==> src/rtl/reg_write_port.sv <==
// Write-side controller for the register file: in-order write FIFO, one registered
// load/Caddr/C write per cycle, a zeroing (drain + scrub) sequence and A/B hazard forwarding.
module reg_write_port #(
  parameter int DATA_W = 16,
  parameter int ADDR_W = 4,
  parameter int DEPTH  = 4
) (
  input  logic              clk,
  input  logic              clear,
  input  logic              wr_valid,
  output logic              wr_ready,
  input  logic [ADDR_W-1:0] wr_addr,
  input  logic [DATA_W-1:0] wr_data,
  input  logic              zero_req,
  output logic              scrub_busy,
  input  logic [ADDR_W-1:0] Aaddr,
  input  logic [ADDR_W-1:0] Baddr,
  output logic              pend_a,
  output logic              pend_b,
  output logic [DATA_W-1:0] fwd_a,
  output logic [DATA_W-1:0] fwd_b,
  output logic              load,
  output logic [ADDR_W-1:0] Caddr,
  output logic [DATA_W-1:0] C
);

  localparam int                PTR_W     = $clog2(DEPTH);
  localparam int                CNT_W     = PTR_W + 1;
  localparam logic [CNT_W-1:0]  FULL_CNT  = CNT_W'(DEPTH);
  localparam logic [ADDR_W-1:0] LAST_ADDR = '1;

  typedef enum logic [1:0] {RUN, DRAIN, SCRUB} state_t;

  state_t state_q, state_d;

  logic [ADDR_W-1:0] mem_addr [DEPTH];
  logic [DATA_W-1:0] mem_data [DEPTH];
  logic [PTR_W-1:0]  wptr_q, rptr_q, idx;
  logic [CNT_W-1:0]  count_q;
  logic              empty, full, push, pop;

  assign empty      = (count_q == '0);
  assign full       = (count_q == FULL_CNT);
  assign wr_ready   = (state_q == RUN) && !full;
  assign push       = wr_valid && wr_ready;
  assign pop        = ((state_q == RUN) || (state_q == DRAIN)) && !empty;
  assign scrub_busy = (state_q != RUN);

  // During SCRUB the output register Caddr doubles as the scrub address counter.
  always_comb begin
    state_d = state_q;
    unique case (state_q)
      RUN:     if (zero_req) state_d = DRAIN;
      DRAIN:   if (empty) state_d = SCRUB;
      SCRUB:   if (Caddr == LAST_ADDR) state_d = RUN;
      default: state_d = RUN;
    endcase
  end

  // NOTE: sequential state uses non-blocking assignments so every register samples pre-edge values.
  always_ff @(posedge clk) begin
    if (clear) begin
      state_q <= RUN;
      wptr_q  <= '0;
      rptr_q  <= '0;
      count_q <= '0;
    end else begin
      state_q <= state_d;
      if (push) wptr_q <= wptr_q + PTR_W'(1);
      if (pop)  rptr_q <= rptr_q + PTR_W'(1);
      unique case ({push, pop})
        2'b10:   count_q <= count_q + CNT_W'(1);
        2'b01:   count_q <= count_q - CNT_W'(1);
        default: count_q <= count_q;
      endcase
    end
  end

  // NOTE: the FIFO storage is not reset; entries are only ever read under count_q, which is.
  always_ff @(posedge clk) begin
    if (push) begin
      mem_addr[wptr_q] <= wr_addr;
      mem_data[wptr_q] <= wr_data;
    end
  end

  always_ff @(posedge clk) begin
    if (clear) begin
      load  <= 1'b0;
      Caddr <= '0;
      C     <= '0;
    end else if ((state_q == DRAIN) && empty) begin
      load  <= 1'b1;
      Caddr <= '0;
      C     <= '0;
    end else if ((state_q == SCRUB) && (Caddr != LAST_ADDR)) begin
      load  <= 1'b1;
      Caddr <= Caddr + ADDR_W'(1);
      C     <= '0;
    end else if (pop) begin
      load  <= 1'b1;
      Caddr <= mem_addr[rptr_q];
      C     <= mem_data[rptr_q];
    end else begin
      load  <= 1'b0;
    end
  end

  // Oldest-to-youngest scan: later matches overwrite earlier ones, so the youngest
  // FIFO entry wins over older entries and over the output stage.
  // NOTE: every always_comb output gets a default first so no path infers a latch.
  always_comb begin
    pend_a = 1'b0;
    pend_b = 1'b0;
    fwd_a  = '0;
    fwd_b  = '0;
    idx    = rptr_q;
    if (load && (Caddr == Aaddr)) begin
      pend_a = 1'b1;
      fwd_a  = C;
    end
    if (load && (Caddr == Baddr)) begin
      pend_b = 1'b1;
      fwd_b  = C;
    end
    for (int i = 0; i < DEPTH; i++) begin
      idx = rptr_q + PTR_W'(i);
      if (CNT_W'(i) < count_q) begin
        if (mem_addr[idx] == Aaddr) begin
          pend_a = 1'b1;
          fwd_a  = mem_data[idx];
        end
        if (mem_addr[idx] == Baddr) begin
          pend_b = 1'b1;
          fwd_b  = mem_data[idx];
        end
      end
    end
    if (state_q != RUN) begin
      pend_a = 1'b1;
      pend_b = 1'b1;
    end
  end

endmodule

==> config.mk <==
export PLATFORM = sky130hd
export DESIGN_NAME = reg_write_port
export DESIGN_NICKNAME = d
export VERILOG_FILES = /design/src/rtl/reg_write_port.sv
export SDC_FILE = /design/constraint.sdc
export NUM_CORES = 1
export LEC_CHECK = 0
export CORE_ASPECT_RATIO = 1.25
export CORE_UTILIZATION = 53
export DETAILED_ROUTE_END_ITERATION = 16
export GPL_TIMING_DRIVEN = 0
export PLACE_DENSITY_LB_ADDON = 0.25
export SLEW_MARGIN = 15
export SYNTH_ARGS = -nofsm -noshare
export SYNTH_HDL_FRONTEND = slang
export SYNTH_SLANG_ARGS = --single-unit
==> constraint.sdc <==
create_clock -name clk -period 3.09 [get_ports clk]
set_input_delay 0.618 -clock clk [delete_from_list [all_inputs] [get_ports clk]]
set_output_delay 0.618 -clock clk [all_outputs]
set_load 0.01 [all_outputs]
==> flow_summary_export.csv, run 1 <==
group,metric,value,unit
outcome,outcome,"finished with violations",
outcome,violations,"negative setup slack",
critical_path,cp-start-kind,"flop",
timing,finalSetupViolCount,34,
floorplanning,coreArea,0.0135,mm²
clock_network,clk_pin_slew,0.08,ns
min_path,min_path_cells,1,
pwr,switching_share,45.0,%
grt,antenna_found_initial,1,
grt,grt_use_total,34.7,%
grt,grt_max_degree,21,
critical_path,critPathKind,"flop to output pin",
clock_network,cts_max_path_buffers,2,
placed_design,numPortBuffers,80,
drt,drc,0,
synthesis,ys_seq_area_share,41.1,%
synthesis,synth_edf_count,80,
synthesis,synth_nets,725,
drt,highest-signal-layer,"met5",
timing,slew_headroom,50.7,%
grt,grt_pass1_vias,6841,
layout,drive_above_1_share,33.3,%
timing,hold_slack,0.504,ns
clock_network,clkLatencyLatePin,0.36,ns
clock_network,clock-sinks,112,
min_path,hold_end,"state_q[0]",
drt,wl_met1,9.32,mm
synthesis,avgSynthCellArea,10.8,µm²
drt,wirelength,28.3,mm
critical_path,crit_fanout,10,
grt,grt_overflow,0,
pwr,power.total,8.91,mW
critical_path,endpoint_kind,"output pin",
layout,area_growth,35.5,%
critical_path,reg2reg_from,"count_q[2]",
pwr,p_switching,4.00,mW
layout,n_antenna_cell,0,
timing,worst_pin_slew,0.740,ns
synthesis,post-synth-top-area-cell,"edfxtp_1",
synthesis,async_reset_ff_share,0,%
layout,layout_commonest_cell,"nand2_1",
critical_path,cp_data_required_time,2.47,ns
critical_path,reg2reg_to,"count_q[2]",
drt,met2_length,13.2,mm
floorplanning,die_w,108,µm
critical_path,crit_arrival,3.07,ns
synthesis,syn_inst,683,
clock_network,h-tree-depth,3,
drt,post_drt_wl_per_cell,28.4,µm
clock_network,numCtsBuffers,9,
synthesis,synth_top_area_share,32.4,%
pwr,power_leakage,3.45,nW
timing,fin_skew,0.0100,ns
drt,avgViaCountPerCell,7.35,
floorplanning,initial_utilization,55.0,%
drt,first_pass_iters,7,
drt,wl_met3,3.51,mm
floorplanning,dieArea,0.0145,mm²
min_path,hold_start,"state_q[1]",
synthesis,synthFlopType,"edfxtp_1",
floorplanning,io-pin-count,89,
min_path,hold_class,"flop to flop",
timing,hold_viol_final,0,
run,cap_violations,0,
timing,fin_crit_sh,119,%
synthesis,synth_area_leaders,"edfxtp_1, mux2i_1, dfxtp_1",
timing,min_period,3.69,ns
floorplanning,rows,47,
synthesis,yosys_warnings,0,
placed_design,gp_congestion,0.937,
pwr,seqPwrFrac,26.3,%
timing,fmax,271,MHz
clock_network,hold_buffers,0,
clock_network,cts_tree,"yes",
clock_network,cts_root_buf,"clkbuf_16",
pwr,combPwrFrac,59.9,%
drt,drtIter0Drc,1372,
grt,grt_pass1_wl,37.0,mm
pwr,power_density,887,mW/mm²
pwr,ir_drop,604,µV
synthesis,ys_types,47,
critical_path,cp-startpoint,"rptr_q[1]",
floorplanning,die_h,134,µm
timing,drv_slew,0,
synthesis,netlist_area,0.00741,mm²
pwr,pwr-share-clk,13.9,%
layout,fin_nets,864,
placed_design,dpl.hpwl,15.9,mm
timing,fin_ws,-0.601,ns
critical_path,reg2reg_setup_slack,0.36,ns
drt,ant_nets,0,
synthesis,ys_ff_latch,112,
layout,layout_common_cells,"nand2_1, edfxtp_1, mux2i_1",
pwr,power.internal,4.90,mW
drt,vias,7337,
critical_path,reg2reg_depth,8,
timing,rsz0062_at_grt,"true",
## flip-flops by register name, indices dropped and copies added, names as in the netlist, named ones only
register,flops
mem_data,64
C,16
mem_addr,16
Caddr,4
count_q,3
rptr_q,2
state_q,2
wptr_q,2
load,1
## per-layer routing
layer / global-route usage (%) / vias up
met4: 21.5 / 2
met3: 6.27 / 276
li1: - / 2892
met2: 58.6 / 754
met5: 0 / -
met1: 40.6 / 3413
## power groups by stage
stage | clock [mW] | sequential (mW) | combinational, mW
finish | 1.24 | 2.34 | 5.33
global route | 1.27 | 2.36 | 5.53
CTS | 1.20 | 2.28 | 4.47
detailed placement | 0 | 2.29 | 4.15
global placement | 0 | 2.27 | 4.03
floorplan | 0 | 2.25 | 2.66
## cell families (layout without fill, tap and decap cells)
kind of cell / Yosys count / in the layout / synth area share [%]
fa+ha+maj: 10 / 10 / 1.69
xor+xnor: 44 / 44 / 5.20
compound gates: 163 / 163 / 16.1
simple gates: 169 / 169 / 9.86
flops: 112 / 112 / 41.1
buf+inv: 69 / 213 / 4.54
mux: 116 / 116 / 21.5
## synthesized netlist by cell type (7+ instances only)
master,n
edfxtp_1,80
o21ai_0,48
o221ai_1,29
a21oi_1,25
buf_1,7
o21bai_1,16
a221oi_2,9
xor2_1,12
inv_1,9
clkbuf_1,27
mux4_2,28
nor2_1,23
nand3_1,8
a221oi_1,22
mux2_2,16
dfxtp_1,32
xnor2_1,32
buf_2,19
mux2i_1,68
ha_1,10
nand2_1,105
## worst max path at each step
| stage | slack, ns | cells past startpoint | endpoint |
|---|---|---|---|
| final | -0.60 | 10 | fwd_b[11] |
| after global routing | -0.62 | 10 | fwd_a[11] |
| after CTS | -0.38 | 9 | fwd_b[15] |
| after detailed placement | -1.18 | 9 | fwd_b[11] |
| after global placement | -1.12 | 9 | fwd_b[11] |
| after floorplan | 0.18 | 9 | fwd_b[10] |
## stage by stage
step	setup WS [ns]	area (µm²)	setup TNS, ns	std cells	util (%)
after global placement	-1.12	8420	-30.08	934	62.6
after floorplan	0.184	7410	0	683	-
after detailed placement	-1.18	8430	-31.86	934	62.6
after global routing	-0.618	10000	-17.72	998	74.6
after CTS	-0.376	9250	-10.76	973	68.7
final	-0.601	10000	-16.28	998	74.6
## what timing repair did
| action | in CTS | in global routing |
|---|---|---|
| pin swaps | 45 | 27 |
| setup endpoints to repair | 34 | 34 |
| cloned | 2 | 5 |
| resized for setup | 247 | 100 |
| setup buffers | 23 | 23 |
## layout make-up
| cell class | count | area [µm²] |
|---|---|---|
| Clock buffer | 15 | 304 |
| Fill cell | 809 | 3430 |
| Timing Repair Buffer | 132 | 1230 |
| Multi-Input combinational cell | 502 | 4770 |
| Tap cell | 171 | 214 |
| Clock inverter | 1 | 6.26 |
| Sequential cell | 112 | 3050 |
| Inverter | 9 | 33.8 |
| Buffer | 56 | 432 |
## critical path, cell delays in order (launching register included)
cell      delay, ns
dfxtp_2        0.33
buf_6          0.13
buf_6          0.16
buf_4          0.23
buf_4          0.27
buf_4          0.33
mux2i_1        0.37
nand2_1        0.12
o21ai_1        0.40
o221ai_4       0.20
buf_2          0.17
No activity file was read; power rests on OpenSTA's default activity.
==> inputs of run 2 (changes only) <==
--- a/config.mk
+++ b/config.mk
@@ -5,6 +5,7 @@
 export SDC_FILE = /design/constraint.sdc
 export NUM_CORES = 1
 export LEC_CHECK = 0
+export ABC_AREA = 1
 export CORE_ASPECT_RATIO = 1.25
 export CORE_UTILIZATION = 53
 export DETAILED_ROUTE_END_ITERATION = 16
==> flow_summary_export.csv, run 2 <==
group,metric,value,unit
pwr,power_density,881,mW/mm²
placed_design,gp_congestion,0.931,
timing,fin_crit_sh,107,%
synthesis,post-synth-top-area-cell,"edfxtp_1",
synthesis,synth.most_common_cell,"nand2_1",
placed_design,numPortBuffers,87,
layout,fin_nets,1550,
floorplanning,initial_utilization,54.2,%
grt,antenna_found_initial,0,
layout,fill_cells,1217,
timing,fmax,302,MHz
timing,worst_pin_slew,0.680,ns
placed_design,post-place-ws,-0.867,ns
layout,reg_top3,"mem_data x64, C x16, mem_addr x16",
grt,grt_use_total,33.1,%
critical_path,critPathKind,"flop to output pin",
synthesis,synthFlopType,"edfxtp_1",
layout,regMostFlops,"mem_data",
synthesis,synthTopCellsByCount,"nand2_1, nand3_1, inv_1",
critical_path,cp-start-kind,"flop",
grt,gr-usage-met3,4.41,%
layout,area_growth,35.5,%
clock_network,numCtsBuffers,9,
synthesis,synth_edf_count,80,
drt,wirelength,31.2,mm
floorplanning,dieArea,0.0177,mm²
synthesis,async_reset_ff_share,0,%
run,cap_violations,0,
critical_path,cp-startpoint,"rptr_q[0]",
clock_network,clkLatencyLatePin,0.36,ns
critical_path,reg2reg_from,"count_q[0]",
clock_network,clk_pin_slew,0.08,ns
clock_network,cts_root_buf,"clkbuf_16",
floorplanning,die_h,148,µm
grt,grt_overflow,0,
clock_network,cts_max_path_buffers,2,
timing,fin_ws,-0.216,ns
synthesis,ys_ff_latch,112,
synthesis,synth_top_area_share,26.4,%
critical_path,crit_arrival,2.69,ns
timing,min_period,3.31,ns
synthesis,ys_seq_area_share,33.5,%
drt,drtIter0Drc,1148,
timing,slew_headroom,54.6,%
timing,rsz0062_at_grt,"true",
floorplanning,rows,53,
placed_design,dpl.hpwl,21.4,mm
grt,use_met2,53.6,%
min_path,min_path_cells,2,
pwr,ir_drop,453,µV
clock_network,h-tree-depth,3,
drt,post_drt_wl_per_cell,18.0,µm
min_path,hold_start,"wptr_q[1]",
synthesis,ys_types,38,
layout,layoutNonFillerInstCount,1733,
pwr,power.total,10.9,mW
drt,avgViaCountPerCell,5.81,
grt,grt_pass1_vias,8944,
critical_path,endpoint_kind,"output pin",
critical_path,cp_data_required_time,2.47,ns
outcome,outcome,"finished with violations",
synthesis,avgSynthCellArea,6.89,µm²
layout,largest_reg_flops,64,
grt,grt_busiest_layer,"met2",
timing,hold_viol_final,0,
synthesis,yosys_warnings,0,
layout,design_area,0.0123,mm²
floorplanning,io-pin-count,89,
drt,drc,0,
placed_design,dp_cells,1630,
min_path,hold_class,"flop to flop",
layout,layout_commonest_cell,"nand2_1",
synthesis,syn_inst,1319,
drt,ant_nets,0,
grt,use_met1,43.8,%
outcome,violations,"negative setup slack",
layout,layout_common_cells,"nand2_1, inv_1, nand3_1",
drt,vias,10072,
clock_network,cts_tree,"yes",
timing,finalSetupViolCount,30,
grt,grt_max_degree,20,
layout,drive_above_1_share,31.1,%
clock_network,hold_buffers,0,
pwr,power_leakage,5.57,nW
timing,fin_skew,0.00826,ns
synthesis,synth_nets,1361,
critical_path,reg2reg_depth,11,
floorplanning,coreArea,0.0168,mm²
placed_design,dpl_cell_area,0.0103,mm²
synthesis,synth_area_leaders,"edfxtp_1, nand2_1, nand3_1",
clock_network,clock-sinks,112,
timing,drv_slew,0,
drt,first_pass_iters,6,
critical_path,crit_fanout,10,
grt,grt_pass1_wl,45.6,mm
layout,n_antenna_cell,0,
floorplanning,die_w,119,µm
synthesis,netlist_area,0.00909,mm²
[run 2: changes by cell type in the layout (fill, tap and decap cells not counted), moves of 22 or more]
cell     delta
inv_1     +140
nand2_1   +137
nand3_1   +135
nor2_1    +118
o21ai_0    +72
nand2_2    +67
mux2i_1    -57
nand3_2    +50
a21oi_2    +33
mux4_2     -28
nand2_4    +22
xnor2_1    -22
[run 2: what timing repair did]
item,CTS,global route
gates cloned,12,4
setup buffers,60,13
pin swaps,48,57
endpoints found under the setup margin,34,35
gates resized for setup,306,160
[run 2: metrics by stage]
| stage | hold WS, ns | setup TNS, ns | utilization, % |
|---|---|---|---|
| finish | 0.544 | -3.26 | 73.4 |
| global route | 0.564 | -5.51 | 73.4 |
| CTS | 0.552 | -0.211 | 68.9 |
| detailed placement | 0.528 | -21.61 | 61.4 |
| global placement | 0.519 | -30.93 | 61.0 |
| floorplan | 0.490 | 0 | - |
[run 2: worst max-delay path, cell delays in order (launching register included)]
cell	delay, ns
dfxtp_2	0.37
buf_12	0.18
clkbuf_16	0.16
buf_2	0.25
mux2i_1	0.33
nand2_1	0.08
o21ai_0	0.21
nand3_1	0.28
nand2_1	0.12
inv_1	0.05
nand2_1	0.08
a21oi_2	0.06
buf_2	0.14
[run 2: kinds of logic (layout without fill, tap and decap cells)]
| family | Yosys count | in the layout | synth area share (%) |
|---|---|---|---|
| AO/OA/AOI/OAI | 223 | 223 | 14.4 |
| XOR/XNOR | 9 | 9 | 0.950 |
| adder cells (fa/ha/maj) | 10 | 10 | 1.38 |
| buffers and inverters | 241 | 433 | 12.2 |
| flip-flops | 112 | 112 | 33.5 |
| multiplexers | 16 | 16 | 1.76 |
| AND/OR/NAND/NOR | 708 | 710 | 35.8 |
[run 2: where the power goes]
group | internal, mW | total, mW | switching (mW)
combinational | 2.86 | 7.59 | 4.73
clock | 0.559 | 1.13 | 0.569
sequential | 1.90 | 2.14 | 0.237
[run 2: final timing paths]
kind,to,slack (ns)
worst min register to register,wptr_q[1],0.54
worst min-delay path,wptr_q[1],0.54
worst max register to register,count_q[2],0.34
worst max-delay path,fwd_b[4],-0.22
[run 2: area by class of cell]
type / count / area, µm² / share of cell area (%)
Multi-Input combinational cell: 968 / 5840 / 47.4
Sequential cell: 112 / 3050 / 24.8
Timing Repair Buffer: 177 / 1640 / 13.3
Inverter: 172 / 661 / 5.36
Buffer: 67 / 573 / 4.65
Tap cell: 220 / 275 / 2.23
Clock buffer: 10 / 229 / 1.86
Clock inverter: 6 / 48.8 / 0.396
Timing Repair inverter: 1 / 8.76 / 0.0711
[run 2: layer usage]
| metal | vias to the layer above | part of all wire, % |
|---|---|---|
| met5 | - | 0 |
| met4 | 0 | 5.4 |
| met2 | 632 | 46 |
| li1 | 4712 | - |
| met3 | 160 | 8.5 |
| met1 | 4568 | 40 |
==> inputs of run 3 (changes only) <==
--- a/config.mk
+++ b/config.mk
@@ -6,6 +6,7 @@
 export NUM_CORES = 1
 export LEC_CHECK = 0
 export ABC_AREA = 1
+export CAP_MARGIN = 20
 export CORE_ASPECT_RATIO = 1.25
 export CORE_UTILIZATION = 53
 export DETAILED_ROUTE_END_ITERATION = 16
==> results of run 3 <==
No change in the layout: final DEF, timing and power equal those of run 2.
